--- config.mk ---
export PLATFORM = sky130hd
export DESIGN_NAME = alu_rr_arbiter
export DESIGN_NICKNAME = d
export VERILOG_FILES = /design/src/rtl/alu_rr_arbiter.sv
export SDC_FILE = /design/constraint.sdc
export NUM_CORES = 1
export LEC_CHECK = 0
export ABC_AREA = 1
export ABC_CLOCK_PERIOD_IN_PS = 1600
export CAP_MARGIN = 20
export CORE_MARGIN = 5
export CORE_UTILIZATION = 25
export CTS_BUF_LIST = sky130_fd_sc_hd__clkbuf_16
export CTS_CLUSTER_SIZE = 8
export DETAILED_ROUTE_END_ITERATION = 6
export GPL_ROUTABILITY_DRIVEN = 1
export PLACE_DENSITY = 0.6
export SYNTH_ARGS = -nofsm -noshare
export SYNTH_HDL_FRONTEND = slang
export SYNTH_SLANG_ARGS = --single-unit
--- constraint.sdc ---
create_clock -name clk -period 1.6 [get_ports clk]
set_clock_uncertainty 0.15 [all_clocks]
set_input_delay 0.32 -clock clk [delete_from_list [all_inputs] [get_ports clk]]
set_output_delay 0.32 -clock clk [all_outputs]
set_load 0.1 [all_outputs]
--- src/rtl/alu_rr_arbiter.sv ---
// alu_rr_arbiter: round-robin sharing of one 32-bit ALU among NUM_REQ requesters.
// One operation in flight: IDLE (arbitrate/accept) -> EXEC (ALU evaluates) -> RESP (hold response).
module alu_rr_arbiter #(
  parameter int NUM_REQ = 2,
  parameter int MAX_OP  = 5
) (
  input  logic                  clk,
  input  logic                  reset,
  input  logic [NUM_REQ-1:0]    req_valid,
  output logic [NUM_REQ-1:0]    req_ready,
  input  logic [4*NUM_REQ-1:0]  req_op,
  input  logic [32*NUM_REQ-1:0] req_a,
  input  logic [32*NUM_REQ-1:0] req_b,
  output logic [3:0]            alu_op,
  output logic [31:0]           alu_a,
  output logic [31:0]           alu_b,
  input  logic [31:0]           alu_result,
  input  logic                  alu_zero,
  output logic                  rsp_valid,
  input  logic                  rsp_ready,
  output logic [1:0]            rsp_id,
  output logic [31:0]           rsp_result,
  output logic                  rsp_zero,
  output logic                  rsp_err
);

  typedef enum logic [1:0] {IDLE, EXEC, RESP} state_t;

  state_t      state_q, state_d;
  logic [1:0]  last_q, last_d;
  logic [1:0]  id_q, id_d;
  logic [3:0]  alu_op_q, alu_op_d;
  logic [31:0] alu_a_q, alu_a_d;
  logic [31:0] alu_b_q, alu_b_d;
  logic        rsp_valid_q, rsp_valid_d;
  logic [1:0]  rsp_id_q, rsp_id_d;
  logic [31:0] rsp_result_q, rsp_result_d;
  logic        rsp_zero_q, rsp_zero_d;
  logic        rsp_err_q, rsp_err_d;

  logic        gnt_found;
  logic [1:0]  gnt_idx;
  logic [3:0]  sel_op;
  logic [31:0] sel_a;
  logic [31:0] sel_b;

  // Round-robin search: indices above the last grant first, then wrap to the rest.
  always_comb begin
    gnt_found = 1'b0;
    gnt_idx   = '0;
    sel_op    = '0;
    sel_a     = '0;
    sel_b     = '0;
    for (int i = 0; i < NUM_REQ; i++) begin
      if (!gnt_found && (i > int'(last_q)) && req_valid[i]) begin
        gnt_found = 1'b1;
        gnt_idx   = 2'(i);
      end
    end
    for (int i = 0; i < NUM_REQ; i++) begin
      if (!gnt_found && (i <= int'(last_q)) && req_valid[i]) begin
        gnt_found = 1'b1;
        gnt_idx   = 2'(i);
      end
    end
    for (int i = 0; i < NUM_REQ; i++) begin
      if (gnt_idx == 2'(i)) begin
        sel_op = req_op[4*i +: 4];
        sel_a  = req_a[32*i +: 32];
        sel_b  = req_b[32*i +: 32];
      end
    end
  end

  // One-hot accept, only while idle and never during reset.
  always_comb begin
    req_ready = '0;
    for (int i = 0; i < NUM_REQ; i++) begin
      req_ready[i] = !reset && (state_q == IDLE) && gnt_found && (gnt_idx == 2'(i));
    end
  end

  // Next-state and next-register values for the accept/execute/respond sequence.
  always_comb begin
    state_d      = state_q;
    last_d       = last_q;
    id_d         = id_q;
    alu_op_d     = alu_op_q;
    alu_a_d      = alu_a_q;
    alu_b_d      = alu_b_q;
    rsp_valid_d  = rsp_valid_q;
    rsp_id_d     = rsp_id_q;
    rsp_result_d = rsp_result_q;
    rsp_zero_d   = rsp_zero_q;
    rsp_err_d    = rsp_err_q;
    case (state_q)
      IDLE: begin
        if (gnt_found) begin
          alu_op_d = sel_op;
          alu_a_d  = sel_a;
          alu_b_d  = sel_b;
          id_d     = gnt_idx;
          last_d   = gnt_idx;
          state_d  = EXEC;
        end
      end
      EXEC: begin
        rsp_result_d = alu_result;
        rsp_zero_d   = alu_zero;
        rsp_err_d    = (alu_op_q > 4'(MAX_OP));
        rsp_id_d     = id_q;
        rsp_valid_d  = 1'b1;
        state_d      = RESP;
      end
      RESP: begin
        if (rsp_ready) begin
          rsp_valid_d = 1'b0;
          state_d     = IDLE;
        end
      end
      default: state_d = IDLE;
    endcase
  end

  // State register; reset drops any in-flight operation without a response.
  always_ff @(posedge clk) begin
    if (reset) begin
      state_q      <= IDLE;
      last_q       <= 2'(NUM_REQ - 1);
      id_q         <= '0;
      alu_op_q     <= '0;
      alu_a_q      <= '0;
      alu_b_q      <= '0;
      rsp_valid_q  <= 1'b0;
      rsp_id_q     <= '0;
      rsp_result_q <= '0;
      rsp_zero_q   <= 1'b0;
      rsp_err_q    <= 1'b0;
    end else begin
      state_q      <= state_d;
      last_q       <= last_d;
      id_q         <= id_d;
      alu_op_q     <= alu_op_d;
      alu_a_q      <= alu_a_d;
      alu_b_q      <= alu_b_d;
      rsp_valid_q  <= rsp_valid_d;
      rsp_id_q     <= rsp_id_d;
      rsp_result_q <= rsp_result_d;
      rsp_zero_q   <= rsp_zero_d;
      rsp_err_q    <= rsp_err_d;
    end
  end

  assign alu_op     = alu_op_q;
  assign alu_a      = alu_a_q;
  assign alu_b      = alu_b_q;
  assign rsp_valid  = rsp_valid_q;
  assign rsp_id     = rsp_id_q;
  assign rsp_result = rsp_result_q;
  assign rsp_zero   = rsp_zero_q;
  assign rsp_err    = rsp_err_q;

endmodule

==> run_results.csv <==
group,metric,value,unit
status,outcome,"finished with violations",
status,failed_checks,"setup timing",
drt,drt_wl_total,19.65,mm
timing,finalHoldViolations,0,
worst_setup_path,worst-path-stages,6,
logic_synthesis,syn-cell-area,5426,sq um
worst_setup_path,regToRegStartpoint,"state_q[0]$_SDFFE_PP0P_",
drt,antenna_left,0,
logic_synthesis,synthCells,848,
die,rows,54,
power_and_ir_drop,p_per_area,1094,nW/um^2
power_and_ir_drop,power.total,10960,uW
clock_network,root_buffer,"clkbuf_16",
logic_synthesis,synth_seq_cells,108,
power_and_ir_drop,p_leak,0.004461,uW
worst_hold_path,min_to,"state_q[1]$_SDFFE_PP0P_",
timing,period_minus_slack,1.762,ns
timing,max_freq,567.7,MHz
global_route,grt_pass1_wl,30.12,mm
final_layout,diodes,0,
final_layout,fillers,2127,
final_layout,area_delta_synth_final,84.67,%
power_and_ir_drop,irDropWorstVdd,0.5414,mV
logic_synthesis,ys_async_sr_fraction,0,%
worst_hold_path,hold_class,"in -> reg",
global_route,gr-total-overflow,0,
worst_setup_path,crit_required,1.13,ns
drt,viasPerCell,4.202,
worst_setup_path,rr_endpoint,"alu_b[13]$_SDFFE_PP0P_",
worst_hold_path,holdPathStages,3,
drt,first_iter_violations,224,
timing,setup_violations,2,
worst_setup_path,critPathTopFamily,"flip-flops",
worst_setup_path,cp_num_buf_inv,2,
worst_setup_path,cp-end-kind,"primary output",
drt,first_pass_iters,4,
final_layout,drive_gt1_share,15.45,%
worst_setup_path,rr_worst_depth,9,
worst_setup_path,crit_slowest_cell,"dfxtp_4",
logic_synthesis,synth_cell_type_count,19,
logic_synthesis,yosysTopAreaCellShare,39.84,%
drt,routedWlPerCell,14.11,um
worst_hold_path,min-delay-start,"reset",
die,fp.dieH,157.3,um
die,core-area,21620,sq um
global_route,antenna_found_initial,0,
worst_setup_path,start_kind,"flop",
final_layout,nNetsFinal,1282,
worst_setup_path,path_cells,"inv_2 -> nand2_2 -> nor2_4 -> nand2_2 -> nor2_4 -> buf_12",
logic_synthesis,avgSynthCellArea,6.399,sq um
timing,slew_viol_final,0,
place,place_ws,-0.3778,ns
run,drv_cap,0,
logic_synthesis,synth_common_cells,"210 x nand2_1, 210 x nor2_1, 108 x dfxtp_1, 73 x inv_1, 70 x nand3_1",
place,gp_congestion,0.7922,
logic_synthesis,synth_warnings,0,
timing,fin_crit_sh,110.1,%
place,hpwlAfterDp,14.59,mm
worst_setup_path,cp_data_arrival_time,1.29,ns
logic_synthesis,yosys.area.top_type,"dfxtp_1",
die,initial_core_util,25.10,%
clock_network,cts.clk_slew.worst_paths,0.07,ns
worst_setup_path,r2r_setup_slack,0.10,ns
global_route,grt_pass1_vias,5507,
worst_setup_path,critical_path_class,"reg -> out",
worst_setup_path,critPathMaxStageDelay,0.36,ns
timing,layout_setup_ws,-0.1616,ns
clock_network,cts_tree,"built",
clock_network,cts_buffers,9,
logic_synthesis,seq_area_frac_synth,39.84,%
worst_setup_path,worstPathMaxFanout,3,
die,die-area,24750,sq um
global_route,track_usage,15.31,%
timing,rsz0062_at_grt,"true",
logic_synthesis,synth_area_leaders,"dfxtp_1 40%, nand2_1 15%, nor2_1 15%",
logic_synthesis,synth_nets,1022,
place,portBuffers,279,
clock_network,clk_path_buf_depth,2,
logic_synthesis,synth_edf_count,0,
logic_synthesis,ys_dominant_reg_cell,"dfxtp_1",
die,fp.dieW,157.3,um
drt,num_vias,5853,
drt,drc,0,
die,ios,281,
global_route,grt_max_degree,63,
clock_network,clk-insertion-delay-late,0.34,ns
clock_network,cts.htree.levels,3,
clock_network,cts_num_sinks,108,
## where the power goes
part           switching, uW  total [uW]  internal (uW)  leakage, uW
Clock                   1140        2230           1090     0.000142
Sequential               325        3330           3010     0.000896
Combinational           3360        5400           2040      0.00342
## placed cells by master (no fill, tap or decap), drive strengths merged
| cell | Yosys | final |
|---|---|---|
| a21boi | 68 | 68 |
| a21oi | 6 | 6 |
| buf | 43 | 139 |
| clkbuf | 19 | 9 |
| clkdlybuf4s50 | 0 | 170 |
| clkinv | 0 | 5 |
| clkinvlp | 0 | 1 |
| conb | 1 | 1 |
| dfxtp | 108 | 108 |
| dlygate4sd2 | 0 | 1 |
| dlymetal6s2s | 0 | 1 |
| inv | 74 | 75 |
| nand2 | 211 | 211 |
| nand3 | 70 | 70 |
| nand3b | 1 | 1 |
| nor2 | 211 | 211 |
| nor3 | 1 | 1 |
| o21ai | 35 | 35 |
## final cells by class
class	count	area [sq um]	share of cell area, %
repair buffers	311	4209	42.00
multi-input cells	604	2721	27.16
flip-flops and latches	108	2168	21.64
clock buffers	9	225.2	2.247
well taps	280	350.3	3.496
inverters	74	281.5	2.809
clock inverters	7	65.06	0.6493
## registers in the layout, summed over array words and instances, names as in the netlist
name        count
state_q         2
rsp_valid       1
rsp_result     32
rsp_err         1
last_q          1
alu_op          4
rsp_zero        1
id_q            1
rsp_id          1
alu_b          32
alu_a          32
## through the flow
step | hold WS (ns) | util, % | TNS, ns | cells | cell area [sq um]
floorplan | 0.2317 | - | -0.5039 | 848 | 5469
global placement | 0.3313 | 44.69 | -20.79 | 1371 | 9662
detailed placement | 0.3264 | 44.69 | -22.44 | 1371 | 9662
CTS | 0.3382 | 46.27 | -0.4007 | 1392 | 10000
global route | 0.1769 | 46.35 | -0.4452 | 1393 | 10020
finish | 0.1738 | 46.35 | -0.3036 | 1393 | 10020
## kinds of logic after synthesis
family | synth area share (%)
AO/OA/AOI/OAI | 13.19
buffers and inverters | 10.93
flip-flops | 39.84
other | 0.06911
AND/OR/NAND/NOR | 35.97
## metal layers
metal | global-route usage, % | vias to the layer above | part of all wire [%]
met4 | 5.490 | 0 | 2.3
met2 | 25.89 | 161 | 49
li1 | - | 3132 | -
met5 | 0 | - | 0
met1 | 19.04 | 2534 | 42
met3 | 3.602 | 26 | 6.7
## worst max-delay path by stage
stage	from	to	slack, ns
floorplan	state_q[1]$_SDFFE_PP0P_	req_ready[0]	-0.32
global placement	req_valid[0]	req_ready[0]	-0.38
detailed placement	req_valid[0]	req_ready[0]	-0.38
CTS	state_q[1]$_SDFFE_PP0P_	req_ready[0]	-0.20
global route	state_q[1]$_SDFFE_PP0P_	req_ready[1]	-0.25
finish	state_q[1]$_SDFFE_PP0P_	req_ready[1]	-0.16
## repair_timing
| action | 4_1_cts | 5_1_grt |
|---|---|---|
| endpoints found under the setup margin | 2 | 56 |
| pin swaps | 5 | 4 |
| setup buffers | 5 | 1 |
| resized for setup | 9 | 4 |
| hold buffers | 0 | 0 |
## tightest hold or removal path, delay by kind of cell
family | cells | cell delay [ns]
buffers and inverters | 2 | 0.28
AO/OA/AOI/OAI | 1 | 0.03
No activity file was read; power rests on OpenSTA's default activity.
